$ cat config.mk
export PLATFORM = sky130hd
export DESIGN_NAME = point_mul_io
export DESIGN_NICKNAME = d
export VERILOG_FILES = /design/src/rtl/point_mul_io.sv
export SDC_FILE = /design/constraint.sdc
export NUM_CORES = 2
export LEC_CHECK = 0
export BUFFER_PORTS_ARGS = -buffer_cell sky130_fd_sc_hd__buf_2
export CORE_AREA = 2 2 534 536
export DETAILED_ROUTE_END_ITERATION = 8
export DIE_AREA = 0 0 536 538
export GPL_ROUTABILITY_DRIVEN = 0
export PLACE_DENSITY = 0.4
export SETUP_SLACK_MARGIN = 0.15
export SLEW_MARGIN = 15
export SYNTH_ARGS = -nofsm -noshare
export SYNTH_HDL_FRONTEND = slang
export SYNTH_SLANG_ARGS = --single-unit
$ cat constraint.sdc
create_clock -name clk -period 4.6 [get_ports clk]
set_input_delay 0.46 -clock clk [delete_from_list [all_inputs] [get_ports clk]]
set_output_delay 0.46 -clock clk [all_outputs]
set_load 0.005 [all_outputs]
$ cat src/rtl/point_mul_io.sv
// Word-stream front end for an elliptic-curve point multiplier.
// Loads scalar k and base point (Px, Py) as WW-bit words, pulses the
// downstream multiplier, times it, then streams the result (Qx, Qy) out.
// Ports:
//   clk, rst (async, active-low)
//   in_valid/in_ready/in_data    : operand words, k then Px then Py, LS first
//   out_valid/out_ready/out_data : result words, Qx then Qy, LS first
//   busy   : high outside LOAD
//   cycles : WAIT cycles of the last multiply, saturating
//   pm_start, pm_k, pm_px, pm_py : drive the multiplier
//   pm_qx, pm_qy, pm_finish      : multiplier result and done level
module point_mul_io #(
    parameter int DW = 257,
    parameter int WW = 32
) (
    input  logic          clk,
    input  logic          rst,
    input  logic          in_valid,
    output logic          in_ready,
    input  logic [WW-1:0] in_data,
    output logic          out_valid,
    input  logic          out_ready,
    output logic [WW-1:0] out_data,
    output logic          busy,
    output logic [31:0]   cycles,
    output logic          pm_start,
    output logic [DW-1:0] pm_k,
    output logic [DW-1:0] pm_px,
    output logic [DW-1:0] pm_py,
    input  logic [DW-1:0] pm_qx,
    input  logic [DW-1:0] pm_qy,
    input  logic          pm_finish
);

    localparam int NW = (DW + WW - 1) / WW;
    localparam int CW = $clog2(3 * NW);
    localparam int PB = $clog2(DW);

    localparam logic [CW-1:0] NW1      = CW'(NW);
    localparam logic [CW-1:0] NW2      = CW'(2 * NW);
    localparam logic [CW-1:0] LAST_IN  = CW'(3 * NW - 1);
    localparam logic [CW-1:0] LAST_OUT = CW'(2 * NW - 1);

    typedef enum logic [1:0] {
        LOAD,
        START,
        WAIT,
        UNLOAD
    } state_t;

    state_t          state_q, state_d;
    logic [CW-1:0]   in_cnt_q, in_cnt_d;
    logic [CW-1:0]   out_cnt_q, out_cnt_d;
    logic [DW-1:0]   k_q, k_d;
    logic [DW-1:0]   px_q, px_d;
    logic [DW-1:0]   py_q, py_d;
    logic [DW-1:0]   qx_q, qx_d;
    logic [DW-1:0]   qy_q, qy_d;
    logic [31:0]     cyc_q, cyc_d;

    logic [1:0]      in_sel;
    logic [CW-1:0]   in_idx;
    logic [CW-1:0]   out_idx;

    // Bits of a word that fall above DW-1 (top word) are dropped.
    function automatic logic [DW-1:0] put_word(
        input logic [DW-1:0] v,
        input logic [CW-1:0] i,
        input logic [WW-1:0] w
    );
        int p;
        for (int b = 0; b < WW; b++) begin
            p = WW * int'(i) + b;
            if (p < DW) v[PB'(p)] = w[b];
        end
        return v;
    endfunction

    // Bits above DW-1 read back as zero.
    function automatic logic [WW-1:0] get_word(
        input logic [DW-1:0] v,
        input logic [CW-1:0] i
    );
        logic [WW-1:0] w;
        int p;
        w = '0;
        for (int b = 0; b < WW; b++) begin
            p = WW * int'(i) + b;
            if (p < DW) w[b] = v[PB'(p)];
        end
        return w;
    endfunction

    always_ff @(posedge clk or negedge rst) begin
        if (!rst) begin
            state_q   <= LOAD;
            in_cnt_q  <= '0;
            out_cnt_q <= '0;
            k_q       <= '0;
            px_q      <= '0;
            py_q      <= '0;
            qx_q      <= '0;
            qy_q      <= '0;
            cyc_q     <= '0;
        end else begin
            state_q   <= state_d;
            in_cnt_q  <= in_cnt_d;
            out_cnt_q <= out_cnt_d;
            k_q       <= k_d;
            px_q      <= px_d;
            py_q      <= py_d;
            qx_q      <= qx_d;
            qy_q      <= qy_d;
            cyc_q     <= cyc_d;
        end
    end

    // Split the flat 0..3*NW-1 load count into operand and word index.
    always_comb begin
        in_sel = 2'd0;
        in_idx = in_cnt_q;
        if (in_cnt_q >= NW2) begin
            in_sel = 2'd2;
            in_idx = in_cnt_q - NW2;
        end else if (in_cnt_q >= NW1) begin
            in_sel = 2'd1;
            in_idx = in_cnt_q - NW1;
        end
    end

    always_comb begin
        state_d   = state_q;
        in_cnt_d  = in_cnt_q;
        out_cnt_d = out_cnt_q;
        k_d       = k_q;
        px_d      = px_q;
        py_d      = py_q;
        qx_d      = qx_q;
        qy_d      = qy_q;
        cyc_d     = cyc_q;
        unique case (state_q)
            LOAD: begin
                if (in_valid) begin
                    case (in_sel)
                        2'd0:    k_d  = put_word(k_q, in_idx, in_data);
                        2'd1:    px_d = put_word(px_q, in_idx, in_data);
                        default: py_d = put_word(py_q, in_idx, in_data);
                    endcase
                    if (in_cnt_q == LAST_IN) begin
                        in_cnt_d = '0;
                        state_d  = START;
                    end else begin
                        in_cnt_d = in_cnt_q + 1'b1;
                    end
                end
            end
            START: begin
                cyc_d   = '0;
                state_d = WAIT;
            end
            WAIT: begin
                if (pm_finish) begin
                    qx_d    = pm_qx;
                    qy_d    = pm_qy;
                    state_d = UNLOAD;
                end else if (cyc_q != '1) begin
                    cyc_d = cyc_q + 1'b1;
                end
            end
            UNLOAD: begin
                if (out_ready) begin
                    if (out_cnt_q == LAST_OUT) begin
                        out_cnt_d = '0;
                        state_d   = LOAD;
                    end else begin
                        out_cnt_d = out_cnt_q + 1'b1;
                    end
                end
            end
            default: state_d = LOAD;
        endcase
    end

    always_comb begin
        out_idx  = out_cnt_q;
        out_data = '0;
        if (state_q == UNLOAD) begin
            if (out_cnt_q < NW1) begin
                out_data = get_word(qx_q, out_idx);
            end else begin
                out_idx  = out_cnt_q - NW1;
                out_data = get_word(qy_q, out_idx);
            end
        end
    end

    assign in_ready  = (state_q == LOAD);
    assign out_valid = (state_q == UNLOAD);
    assign busy      = (state_q != LOAD);
    assign pm_start  = (state_q == START);
    assign cycles    = cyc_q;
    assign pm_k      = k_q;
    assign pm_px     = px_q;
    assign pm_py     = py_q;

endmodule

==> metrics.md <==
| Metric | Value |
|---|---|
| Status | `finished, final reports clean` |
| Global-route wire length before repair | `approximately 320000 um` |
| Crit-path slowest cell | `dfrtp_4` |
| Pleak | `0.03770 uW` |
| Place WS | `between 500 and 600 ps` |
| Top-area cell type share of the netlist area | `0.6082` |
| Post-synthesis sequential area ratio | `0.6082` |
| Tcrit/Tclk final | `0.9220` |
| Die width | `536 um` |
| Ys Warns | `0` |
| TNS Setup | `0 ps` |
| Final wirelength | `237600 um` |
| Post-synthesis cell type count | `64` |
| Area growth, synth to finish | `41.01%` |
| FMAX | `235.8 MHz` |
| Die area | `a little under 300000 um^2` |
| Yosys reg bits | `between 1000 and 1500` |
| Number of setup violations in the final report | `0` |
| Clock sink total | `between 1000 and 1500` |
| Clk_lat worst skew | `830 ps` |
| Cts bufs inserted | `166` |
| Ranking of synthesized cells by area | `dfrtp_1 (61%), mux2_2 (19%), mux2_1 (7.4%), mux4_2 (5.2%), mux2i_1 (1.2%)` |
| Critical path buffers and inverters | `2` |
| Vias | `37512` |
| Mapped cell area | `54680 um^2` |
| Worst-path clk slew | `60 ps` |
| GR Util met2 | `0.2888` |
| Hold Crit Class | `input pin to flop` |
| Syn_area_per_cell | `between 15 and 20 um^2` |
| Vias in the first global route | `a little under 40000` |
| Final WS setup | `358.7 ps` |
| Final nets | `5897` |
| Critical path endpoint category | `output pin` |
| Share of post-route cells with drive strength above 1 | `0.5197` |
| Cells after Synth | `between 3000 and 4000` |
| Met3 Track Usage GR | `0.04315` |
| Initial antenna violation count | `between 80 and 90` |
| CTS tree | `built` |
| Hold Vio Cnt, Final | `0` |
| CTS Buffer Depth | `4` |
| Max-cap violations | `0` |
| Final Skew | `42.54 ps` |
| Max FO, Critical Path | `32` |
| Initial Util | `0.1930` |
| Avg Vias per Cell | `4.047` |
| Fin crit period | `4241 ps` |
| Critical Path AT | `3780 ps` |
| Post-CTS Resized | `0` |
| Antenna viol nets, final | `0` |
| Rel. slew slack | `0.2878` |
| Grt total ovfl | `0` |
| Final HPWL DP | `about 180000 um` |
| Gr busiest metal | `met2` |
| Slew @ Worst Pin | `1068 ps` |
| Die height | `538 um` |
| Util after Layout | `0.2722` |
| Syn Nets | `3998` |
| Average routed wire per standard cell | `between 20 and 30 um` |
| Total Routing Usage GR | `0.1589` |
| Root Buffer | `clkbuf_16` |
| Fillers | `~30000` |
| Ports | `1390` |
| Worst R2R Start | `in_cnt_q[0]` |
| Leading area contributor after synthesis | `dfrtp_1` |
| CORE AREA | `between 200000 and 300000 um^2` |
| Crit Path Category | `flop to output pin` |
| Crit path from | `out_cnt_q[1]` |
| Post-synth EDFFs | `0` |
| Largest net degree at the start of global routing | `139` |
| CP top delay family | `multiplexers` |
| PwrDens | `646.4 nW/um^2` |
| Ys async rst share | `1.000` |
| Critical path data required time | `~4100 ps` |
| H-tree levels | `4` |
| Worst VDD drop | `0.0003667 V` |
| Main synth FF type | `dfrtp_1` |
| Hold_sp | `pm_qx[128]` |
| Count of port buffers added during placement | `1389` |
| DRC viols | `0` |
| Crit path cell chain | `buf_4 -> mux4_2 -> mux2i_1 -> o22ai_1 -> and2_1 -> buf_2` |
| Drt first-iter violations | `approximately 1300` |
| GR Util met1 | `0.1799` |
| RSZ-0062 raised after global routing | `false` |
| FP Rows | `196` |
| Drt first pass iters | `5` |
| Max-slew violation count | `0` |
| Setup crit start kind | `flop` |
| CP peak stage delay | `680 ps` |
==> worst paths after layout <==
kind,end,slack (ps),cells after the start
worst max register to register,pm_py[33],490,9
max in group asynchronous,pm_px[9],2940,3
worst max-delay path,out_data[5],360,6
min in group asynchronous,pm_k[34],100,2
worst min register to register,pm_px[256],370,0
worst min-delay path,qx_q[128],70,2
==> cell usage after synthesis, drive strengths merged (4+ instances only) <==
cell / n
xnor2: 8
and2: 44
nand3: 29
nor2b: 6
o22ai: 33
mux2: 1281
nand4: 16
ha: 14
buf: 134
mux2i: 63
xor2: 16
nand2: 28
nand2b: 4
a21oi: 9
o31ai: 7
mux4: 127
nor2: 29
and4: 5
nor4: 5
nor3: 18
or3: 5
clkbuf: 129
dfrtp: 1329
inv: 15
and3: 12
o21ai: 25
==> repair_timing <==
action | in CTS | in global routing
hold buffers | 513 | 0
endpoints found under the setup margin | 6 | 0
endpoints found under the hold margin | 570 | 0
buffers inserted | 1 | 0
==> metal layers <==
metal / part of all wire / up-vias
met4: 0.030 / 54
met2: 0.52 / 1258
met3: 0.067 / 331
li1: - / 16369
met5: 0.0013 / -
met1: 0.39 / 19500
==> power breakdown <==
part | total, uW | leakage (uW) | internal, uW | switching [uW]
clock network | 13300 | 0.00271 | 7850 | 5410
registers | 18900 | 0.0171 | 16100 | 2760
logic | 17700 | 0.0179 | 8780 | 8930
total | 49800 | 0.0377 | 32700 | 17100
==> logic make-up (layout without fill, tap and decap cells) <==
group | after synthesis | in the layout | share of synthesized area
muxes | 1471 | 1471 | 0.3277
and+or+nand+nor | 214 | 214 | 0.02229
xor gates and xnor gates | 24 | 24 | 0.003844
buffers and inverters | 278 | 2306 | 0.02215
other | 0 | 45 | 0
DFF | 1329 | 1329 | 0.6082
AOI/OAI and AO/OA | 103 | 103 | 0.01261
adders and majority gates | 14 | 14 | 0.003204
==> flip-flops by register name, summed over array words and instances, names as in the netlist <==
register / flops
in_cnt_q: 5
qx_q: 257
qy_q: 257
out_cnt_q: 5
pm_k: 257
pm_py: 257
pm_px: 257
state_q: 2
cycles: 32
==> placed cells by master (no fill, tap or decap), types with 6 or more instances in the layout <==
master / count
nor3_4: 8
mux4_2: 127
a21oi_1: 8
nor2b_1: 6
bufinv_16: 7
dfrtp_1: 1326
nor2_1: 29
nor3_1: 10
buf_2: 1388
o22ai_1: 33
inv_1: 13
diode_2: 45
and3_1: 7
nand4_1: 16
clkbuf_8: 44
nand2_1: 27
mux2i_1: 63
clkbuf_16: 168
ha_1: 12
o21ai_0: 22
mux2_2: 924
dlygate4sd3_1: 513
clkinv_2: 23
buf_4: 70
buf_12: 23
nand3_2: 7
clkbuf_1: 36
and2_1: 44
nand3_1: 19
xnor2_1: 7
clkinvlp_4: 6
mux2_1: 357
o31ai_1: 7
xor2_1: 16
==> per-stage QoR <==
stage	hold WS (ps)	instances	total power (uW)	cell area, um^2
final	73.25	9268	49840	77100
after CTS	14.96	9223	51040	76990
after global placement	359.8	8412	36710	66320
after detailed placement	363.1	8412	37000	66320
after floorplan	164.4	3433	27560	54680
after global routing	14.87	9254	52600	77070
==> layout make-up <==
| cell class | instances | area, um^2 | area share |
|---|---|---|---|
| tap | 3762 | 4707 | 0.06105 |
| antenna | 45 | 112.6 | 0.001460 |
| inverter | 15 | 56.30 | 0.0007302 |
| multi-input combinational | 1826 | 20370 | 0.2643 |
| clock inverter | 49 | 571.8 | 0.007416 |
| sequential | 1329 | 33270 | 0.4315 |
| clock buffer | 248 | 4945 | 0.06413 |
| timing repair buffer | 1994 | 13070 | 0.1695 |
No activity file was read; power rests on OpenSTA's default activity.
